--- src/rtl/fifo_wr_arbiter.sv ---
// Write-side controller for the async FIFO: round-robin arbitration between a byte producer (A)
// and an atomic two-byte producer (B), with binary/Gray write pointer. Optional stall counter: FIFO_WR_ARB_STALL_CNT_EN.
module fifo_wr_arbiter #(
    parameter int DATA_WIDTH = 8,
    parameter int ADDR_WIDTH = 3
) (
    input  logic                    CLK,
    input  logic                    RST,
    input  logic [DATA_WIDTH-1:0]   A_DATA,
    input  logic                    A_VLD,
    output logic                    A_RDY,
    input  logic [2*DATA_WIDTH-1:0] B_DATA,
    input  logic                    B_VLD,
    output logic                    B_RDY,
    input  logic                    FULL,
`ifdef FIFO_WR_ARB_STALL_CNT_EN
    input  logic                    STALL_CLR,
    output logic [7:0]              STALL_CNT,
`endif
    output logic [DATA_WIDTH-1:0]   WR_DATA,
    output logic                    W_CLKEN,
    output logic [ADDR_WIDTH-1:0]   W_ADDR,
    output logic [ADDR_WIDTH:0]     W_PTR,
    output logic                    BUSY
);

    typedef enum logic {IDLE, B_HI} state_t;

    state_t              state;
    logic                last_grant_b;
    logic [ADDR_WIDTH:0] wr_ptr;
    logic [ADDR_WIDTH:0] wr_ptr_nxt;
    logic                grant_a;
    logic                grant_b_lo;
    logic                grant_b_hi;

    function automatic logic [ADDR_WIDTH:0] bin2gray(input logic [ADDR_WIDTH:0] b);
        return b ^ (b >> 1);
    endfunction

    function automatic logic [7:0] sat_inc(input logic [7:0] v);
        return (v == 8'hFF) ? v : v + 8'd1;
    endfunction

    assign wr_ptr_nxt = wr_ptr + 1'b1;
    assign W_ADDR     = wr_ptr[ADDR_WIDTH-1:0];
    assign BUSY       = (state == B_HI);

    // Arbitration and write port: zero latency, the write lands on the handshake edge
    always_comb begin
        grant_a    = 1'b0;
        grant_b_lo = 1'b0;
        grant_b_hi = 1'b0;
        if (!RST && !FULL) begin
            if (state == B_HI)
                grant_b_hi = 1'b1;
            else if (A_VLD && (!B_VLD || last_grant_b))
                grant_a = 1'b1;
            else if (B_VLD)
                grant_b_lo = 1'b1;
        end
    end

    always_comb begin
        WR_DATA = '0;
        if (grant_a)
            WR_DATA = A_DATA;
        else if (grant_b_lo)
            WR_DATA = B_DATA[DATA_WIDTH-1:0];
        else if (grant_b_hi)
            WR_DATA = B_DATA[2*DATA_WIDTH-1:DATA_WIDTH];
    end

    assign W_CLKEN = grant_a | grant_b_lo | grant_b_hi;
    assign A_RDY   = grant_a;
    assign B_RDY   = grant_b_hi;

    always_ff @(posedge CLK) begin
        if (RST) begin
            state        <= IDLE;
            last_grant_b <= 1'b1;
            wr_ptr       <= '0;
            W_PTR        <= '0;
        end else begin
            if (W_CLKEN) begin
                wr_ptr <= wr_ptr_nxt;
                W_PTR  <= bin2gray(wr_ptr_nxt);
            end
            if (grant_a)
                last_grant_b <= 1'b0;
            else if (grant_b_hi)
                last_grant_b <= 1'b1;
            if (grant_b_lo)
                state <= B_HI;
            else if (grant_b_hi)
                state <= IDLE;
        end
    end

`ifdef FIFO_WR_ARB_STALL_CNT_EN
    // Counts cycles where a producer is held off by FULL; clear beats increment
    always_ff @(posedge CLK) begin
        if (RST || STALL_CLR)
            STALL_CNT <= 8'd0;
        else if (FULL && (A_VLD || B_VLD || state == B_HI))
            STALL_CNT <= sat_inc(STALL_CNT);
    end
`endif

endmodule
--- config.mk ---
export PLATFORM = sky130hd
export DESIGN_NAME = fifo_wr_arbiter
export DESIGN_NICKNAME = d
export VERILOG_FILES = /design/src/rtl/fifo_wr_arbiter.sv
export SDC_FILE = /design/constraint.sdc
export NUM_CORES = 1
export LEC_CHECK = 0
export ABC_AREA = 1
export ABC_CLOCK_PERIOD_IN_PS = 1500
export BUFFER_PORTS_ARGS = -buffer_cell sky130_fd_sc_hd__buf_2
export CAP_MARGIN = 25
export CELL_PAD_IN_SITES_DETAIL_PLACEMENT = 2
export CELL_PAD_IN_SITES_GLOBAL_PLACEMENT = 2
export CORE_MARGIN = 1
export CORE_UTILIZATION = 18
export DETAILED_ROUTE_END_ITERATION = 8
export GPL_TIMING_DRIVEN = 0
export PLACE_DENSITY_LB_ADDON = 0.1
export SLEW_MARGIN = 20
export SYNTH_ARGS = -nofsm -noshare
export SYNTH_HDL_FRONTEND = slang
export SYNTH_SLANG_ARGS = --single-unit
--- constraint.sdc ---
create_clock -name CLK -period 1.5 [get_ports CLK]
set_input_delay 0.15 -clock CLK [delete_from_list [all_inputs] [get_ports CLK]]
set_output_delay 0.15 -clock CLK [all_outputs]
set_load 0.01 [all_outputs]
==> results of run 1 <==
-- per-layer routing --
metal,wire (um),share of wire [%],vias up
met4,0,0,0
met1,1130,44,432
met5,0,0,-
met2,1310,51,19
met3,126,4.9,0
li1,-,-,469
-- cells in the final DEF, fill, tap and decap left out, drive strengths merged --
cell and n:
buf 51, nor2 18, nand4 3, ha 1, inv 14, nand3 12, clkbuf 4, xor2 1
nand2 53, a21boi 1, dfxtp 9, o211ai 1, a21oi 1, clkinv 1
-- power by group through the flow --
| stage | clock network [W] | logic, W | registers [W] |
|---|---|---|---|
| 5_1_grt | 0.000322 | 0.000281 | 0.000279 |
| 6_report | 0.000288 | 0.000249 | 0.000276 |
| 3_5_place_dp | 0 | 0.000237 | 0.000281 |
| 2_1_floorplan | 0 | 0.000132 | 0.000287 |
| 4_1_cts | 0.000306 | 0.000249 | 0.000277 |
| 3_3_place_gp | 0 | 0.000229 | 0.000281 |
-- registers in the layout, summed over array words and instances, names as in the netlist --
register      flops
W_PTR             4
wr_ptr            3
BUSY              1
last_grant_b      1
-- logic make-up after synthesis --
kind of cell,Yosys count,synth area share (%)
AND/OR/NAND/NOR,85,56.2
buffers and inverters,15,10.4
flip-flops,9,25.9
AO/OA/AOI/OAI,3,4.49
XOR/XNOR,1,1.26
adder cells (fa/ha/maj),1,1.80
-- layout make-up --
cell class / instances / area [um^2]
timing repair inverter: 1 / 5.00
timing repair buffer: 50 / 262
inverter: 14 / 60.1
fill: 471 / 2580
multi-input combinational: 91 / 470
clock buffer: 4 / 45.0
buffer: 1 / 20.0
tap: 48 / 60.1
sequential: 9 / 185
-- through the flow --
stage | setup TNS [ns] | instance area [um^2] | util, %
finish | 0 | 1110 | 30.0
CTS | 0 | 1070 | 29.1
floorplan | 0 | 697 | -
global route | -0.00148 | 1110 | 30.0
detailed placement | 0 | 992 | 26.9
global placement | 0 | 992 | 26.9
-- repair_timing --
action / CTS / global route
setup endpoints to repair: 8 / 11
pin swaps: 2 / 3
resized for setup: 3 / 10
setup buffers: 2 / 1
gates cloned: 1 / 1
-- how the worst min path moves through the flow --
stage / endpoint / slack (ns)
2_1_floorplan: BUSY / 0.22
3_3_place_gp: BUSY / 0.35
5_1_grt: BUSY / 0.11
6_report: BUSY / 0.11
3_5_place_dp: BUSY / 0.37
4_1_cts: BUSY / 0.12
==> results by group, run 1 <==
Synthesis
  • Syn Inst Count: 114
  • Synth area leaders: dfxtp_1 26%, nand2_1 26%, nand3_1 7.2%, nor2_1 7.0%, inv_1 5.9%
  • Commonest cells in the synthesized netlist: 48 x nand2_1, 13 x nor2_1, 11 x inv_1
  • Cell taking the most area after synthesis: dfxtp_1
  • Post-synthesis register bit count: 9
  • Yosys top cell area share: 25.9%
  • Syn avg cell area: 6.11 um^2
  • Sequential share of the synthesized area: 25.9%
  • Syn_nets: 144
  • Synth Flop Type: dfxtp_1
  • Synth async-reset ratio: 0%
  • Cell with the most instances after synthesis: nand2_1
  • Post-Synthesis Cell Area: 697 um^2
  • Warnings from Yosys: 0
  • Yosys cell types: 19
  • Post-synth EDFFs: 0

Floorplanning
  • IO Count: 48
  • Die width: 64.2 um
  • Initial core utilization: 18.9%
  • Core outline area: 0.00369 mm^2
  • Die ar.: 0.00412 mm^2
  • Height of the die: 64.2 um
  • # rows: 22

Timing
  • Final Skew: 0.00225 ns
  • PnR worst setup slack: 0.0681 ns
  • Pins Over Slew Limit: 0
  • Fmax achieved: 0.698 GHz
  • WHS: 0.110 ns
  • Fin crit share: 95.5%
  • Setup violations, final: 0
  • Worst-Margin Slew: 0.318 ns
  • Fin. Hold Viols: 0
  • Min Tclk post-route: 1.43 ns
  • Slew HR: 78.8%

Routing
  • Iteration-0 DRC Markers: 52
  • Total Routed Length: 2.56 mm
  • Final ANT Viol Nets: 0
  • Via count: 920
  • Vias per cell: 4.22
  • DRC Markers: 0
  • WL per Instance: 11.8 um
  • TritonRoute pass-1 iters: 3

Critical path
  • Worst-path maximum fanout: 10
  • Buf+Inv Stages, Crit Path: 3
  • Crit end category: primary output
  • Critical path data required time: 1.35 ns
  • Worst setup SP type: flip-flop
  • Slowest cell on the critical path: dfxtp_1
  • Setup crit end: W_CLKEN
  • Kind of critical path: reg -> out
  • Max incr delay on CP: 0.32 ns
  • R2r setup slk: 0.20 ns
  • Worst path arrival time: 1.28 ns
  • CP delay by family, top: flip-flops
  • CP cell instances: inv_2 -> a21boi_4 -> nand2_4 -> nand3_4 -> buf_12 -> buf_2
  • Critical path depth: 6
  • CP startpoint: last_grant_b
  • R2r startpoint: wr_ptr[1]
  • Reg2Reg Depth: 10
  • Reg-to-reg endpoint: W_PTR[1]

Pwr
  • Clock share of power: 35.4%
  • Worst VDD drop: 0.230 mV
  • Logic pwr share: 30.6%
  • Pwr Total: 0.000813 W
  • Int Pwr: 0.000555 W
  • Switching part of the total: 31.8%
  • Leakage: 0.632 nW
  • Sequential share of power: 34.0%
  • Net Switching: 0.000258 W
  • PD cells: 735 mW/mm^2

Global route
  • Tot GR Track Use: 13.4%
  • Global-route wire length before repair: 4.22 mm
  • Most Used Layer, Global Route: met2
  • Initial antenna violation count: 0
  • Met3 usage: 4.82%
  • Vias in the first global route: 930
  • Met1 GRT Util: 17.2%
  • Grt ovf: 0
  • Largest net degree at the start of global routing: 11
  • M2 GR Usage: 22.1%

Min path
  • Hold-critical path depth: 2
  • Worst Min Path Start: RST
  • Min-delay worst type: in -> reg

Clocking
  • Clock buffer depth: 2
  • Clk sinks: 9
  • Clock tree from TritonCTS: done
  • Clock latency on the worst-skew pair: 0.23 ns
  • Post-CTS Hold Buffers: 0
  • Clock transition at path regs: 0.05 ns
  • Clk root buf: clkbuf_8
  • H-Tree Depth: 1
  • TritonCTS buffer count: 3

Run
  • Max_cap viols: 0

Placement
  • Placed cells: 209
  • # port buffers: 47
  • Place WS: 0.112 ns
  • Gpl congestion: 0.704
  • Post-DP HPWL: 2.03 mm

Final layout
  • Antenna fix cells: 0
  • Syn-to-layout area delta: 58.9%
  • Nets: 201
  • Layout cells sized above 1: 45.3%
  • Fin cells: 218

Outcome
  • Status: finished, final reports clean
(Power assumes the default switching activity.)
==> run 2, diff against run 1 <==
--- a/config.mk
+++ b/config.mk
@@ -5,14 +5,13 @@
 export SDC_FILE = /design/constraint.sdc
 export NUM_CORES = 1
 export LEC_CHECK = 0
-export ABC_AREA = 1
+export ABC_AREA = 0
 export ABC_CLOCK_PERIOD_IN_PS = 1500
 export BUFFER_PORTS_ARGS = -buffer_cell sky130_fd_sc_hd__buf_2
-export CAP_MARGIN = 25
 export CELL_PAD_IN_SITES_DETAIL_PLACEMENT = 2
 export CELL_PAD_IN_SITES_GLOBAL_PLACEMENT = 2
 export CORE_MARGIN = 1
-export CORE_UTILIZATION = 18
+export CORE_UTILIZATION = 21
 export DETAILED_ROUTE_END_ITERATION = 8
 export GPL_TIMING_DRIVEN = 0
 export PLACE_DENSITY_LB_ADDON = 0.1
==> results by group, run 2 <==
Critical path
  • Worst path arrival time: 1.57 ns
  • Worst-path maximum fanout: 7
  • Critical path data required time: 1.35 ns
  • Reg2Reg Depth: 5
  • R2r startpoint: BUSY
  • Max incr delay on CP: 0.38 ns
  • Crit end category: primary output
  • R2r setup slk: 0.13 ns
  • Most frequent CP cell: buf_6
  • Reg-to-reg endpoint: last_grant_b
  • CP startpoint: BUSY
  • Worst setup SP type: flip-flop
  • CP cell instances: nor3_4 -> buf_6 -> buf_6 -> a32o_1 -> mux2_4 -> buf_6
  • Slowest cell on the critical path: dfxtp_4
  • Kind of critical path: reg -> out

Placement
  • Post-DP HPWL: 1.84 mm
  • Gpl congestion: 0.649
  • # port buffers: 46
  • Placed Area: 966 um^2

Synthesis
  • Cell taking the most area after synthesis: dfxtp_1
  • Sequential share of the synthesized area: 26.5%
  • Yosys cell types: 32
  • Commonest cells in the synthesized netlist: 9 x dfxtp_1, 8 x a32o_1, 8 x mux2_2
  • Syn Inst Count: 70
  • Syn avg cell area: 9.72 um^2
  • Synth area leaders: dfxtp_1 26%, mux2_2 13%, a32o_1 12%, xnor2_1 3.9%, a21oi_1 2.9%
  • Post-synth EDFFs: 0
  • Warnings from Yosys: 0
  • Synth async-reset ratio: 0%
  • Syn_nets: 100
  • Synth Flop Type: dfxtp_1
  • Post-synthesis register bit count: 9
  • Cell with the most instances after synthesis: dfxtp_1
  • Yosys top cell area share: 26.5%
  • Post-Synthesis Cell Area: 681 um^2

Clocking
  • Clock tree from TritonCTS: done
  • Clk root buf: clkbuf_4
  • H-Tree Depth: 1
  • Clock latency on the worst-skew pair: 0.26 ns
  • Clk sinks: 9
  • Post-CTS Hold Buffers: 0
  • Clock buffer depth: 2
  • Clock transition at path regs: 0.06 ns
  • TritonCTS buffer count: 3

Timing
  • Fmax achieved: 0.580 GHz
  • Slew HR: 69.9%
  • Worst-Margin Slew: 0.448 ns
  • RSZ-0062 raised after global routing: true
  • WHS: 0.195 ns
  • Pins Over Slew Limit: 0
  • Fin. Hold Viols: 0
  • Fin crit share: 115%
  • PnR worst setup slack: -0.223 ns
  • Min Tclk post-route: 1.72 ns
  • Final Skew: 0.000713 ns
  • Setup violations, final: 8

Global route
  • Grt ovf: 0
  • Initial antenna violation count: 0
  • Largest net degree at the start of global routing: 11
  • Tot GR Track Use: 14.2%
  • Vias in the first global route: 792
  • Global-route wire length before repair: 3.54 mm

Outcome
  • Status: finished, violations left
  • Failing checks: setup timing

Floorplanning
  • Die ar.: 0.00347 mm^2
  • Die width: 58.9 um
  • Height of the die: 58.9 um
  • Initial core utilization: 22.3%
  • Core outline area: 0.00305 mm^2
  • IO Count: 48
  • # rows: 20

Final layout
  • Max reg flops: 4
  • Fillers: 356
  • Biggest regs: W_PTR x4, wr_ptr x3
  • Syn-to-layout area delta: 74.4%
  • Nets: 161
  • Antenna fix cells: 0
  • Layout cells sized above 1: 60.0%
  • Core Util, Final: 38.9%
  • Commonest non-fill, non-tap cell in the layout: buf_2
  • Largest reg by FF count: W_PTR
  • Finished Cell Area: 0.00119 mm^2
  • Most frequent cells in the layout: 38 x buf_2, 12 x buf_6, 8 x a32o_1

Pwr
  • Clock share of power: 29.7%
  • Sequential share of power: 38.9%
  • Worst VDD drop: 0.235 mV
  • Logic pwr share: 31.4%
  • Leakage: 0.573 nW
  • PD cells: 551 mW/mm^2
  • Net Switching: 0.000193 W
  • Int Pwr: 0.000460 W
  • Switching part of the total: 29.6%

Min path
  • Hold-critical path depth: 3
  • Hold path endpoint: W_PTR[2]
  • Worst Min Path Start: FULL
  • Min-delay worst type: in -> reg

Run
  • Max_cap viols: 0

Routing
  • Vias per cell: 4.77
  • Final ANT Viol Nets: 0
  • Total Routed Length: 2.54 mm
  • TritonRoute pass-1 iters: 2
  • Via count: 830
  • DRC Markers: 0
  • Iteration-0 DRC Markers: 3
  • WL per Instance: 14.6 um
## run 2: cell count changes in the layout (fill, tap and decap cells not counted), moves of 5 or more
| cell | previous run | this run |
|---|---|---|
| nor2_1 | 13 | 3 |
| inv_1 | 9 | 2 |
| nand2_1 | 47 | 2 |
| a32o_1 | 0 | 8 |
| mux2_4 | 0 | 7 |
| buf_2 | 47 | 38 |
| buf_4 | 2 | 7 |
| buf_6 | 1 | 12 |
| nand3_1 | 9 | 4 |
| nand2_2 | 5 | 0 |
## run 2: worst max-delay path by stage
| stage | endpoint | slack (ns) | depth (start not counted) |
|---|---|---|---|
| final | WR_DATA[3] | -0.22 | 6 |
| after global routing | WR_DATA[6] | -0.28 | 5 |
| after CTS | WR_DATA[7] | -0.25 | 4 |
| after detailed placement | WR_DATA[7] | -0.23 | 4 |
| after global placement | WR_DATA[7] | -0.24 | 4 |
| after floorplan | WR_DATA[7] | 0.03 | 3 |
## run 2: area by class of cell
| cell class | instances | area [um^2] | share of cell area (%) |
|---|---|---|---|
| flip-flops and latches | 9 | 185 | 15.6 |
| clock buffers | 4 | 26.3 | 2.21 |
| plain buffers | 3 | 22.5 | 1.90 |
| repair buffers | 55 | 359 | 30.2 |
| well taps | 44 | 55.1 | 4.64 |
| inverters | 2 | 7.51 | 0.632 |
| multi-input cells | 57 | 532 | 44.8 |
## run 2: worst max-delay path: cells and delay by family (launching register included)
family | cells | cell delay (ns)
simple gates | 1 | 0.05
compound gates | 1 | 0.23
flops | 1 | 0.38
mux | 1 | 0.27
buf+inv | 3 | 0.38
## run 2: metal layers
metal,routed length (um),vias to the layer above,track usage (%)
li1,-,403,-
met1,1040,398,16.4
met2,1350,24,24.4
met3,129,5,4.62
met4,27,0,5.10
met5,0,-,0
## run 2: logic make-up after synthesis
family                   synth area share, %
AO/OA/AOI/OAI                           25.4
AND/OR/NAND/NOR                         20.4
flip-flops                              26.5
buffers and inverters                   4.41
multiplexers                            16.4
XOR/XNOR                                5.15
adder cells (fa/ha/maj)                 1.84
## run 2: power by group through the flow
stage               Clock [W]  Combinational, W  Sequential (W)
floorplan                   0         0.0000821        0.000262
global placement            0          0.000154        0.000260
CTS                  0.000205          0.000166        0.000256
global route         0.000221          0.000222        0.000256
finish               0.000194          0.000206        0.000254
detailed placement          0          0.000158        0.000261
## run 2: per-stage QoR
stage | setup WS [ns] | total power (W) | instances | TNS [ns]
floorplan | 0.0304 | 0.000344 | 70 | 0
global placement | -0.235 | 0.000414 | 160 | -1.65
detailed placement | -0.227 | 0.000418 | 160 | -1.63
CTS | -0.251 | 0.000626 | 169 | -1.88
global route | -0.281 | 0.000699 | 174 | -2.17
finish | -0.223 | 0.000654 | 174 | -1.63
## run 2: repair_timing
action / 4_1_cts / 5_1_grt
gates cloned: 0 / 1
pin swaps: 1 / 10
gates resized for setup: 2 / 23
setup endpoints to repair: 12 / 11
setup buffers: 5 / 4
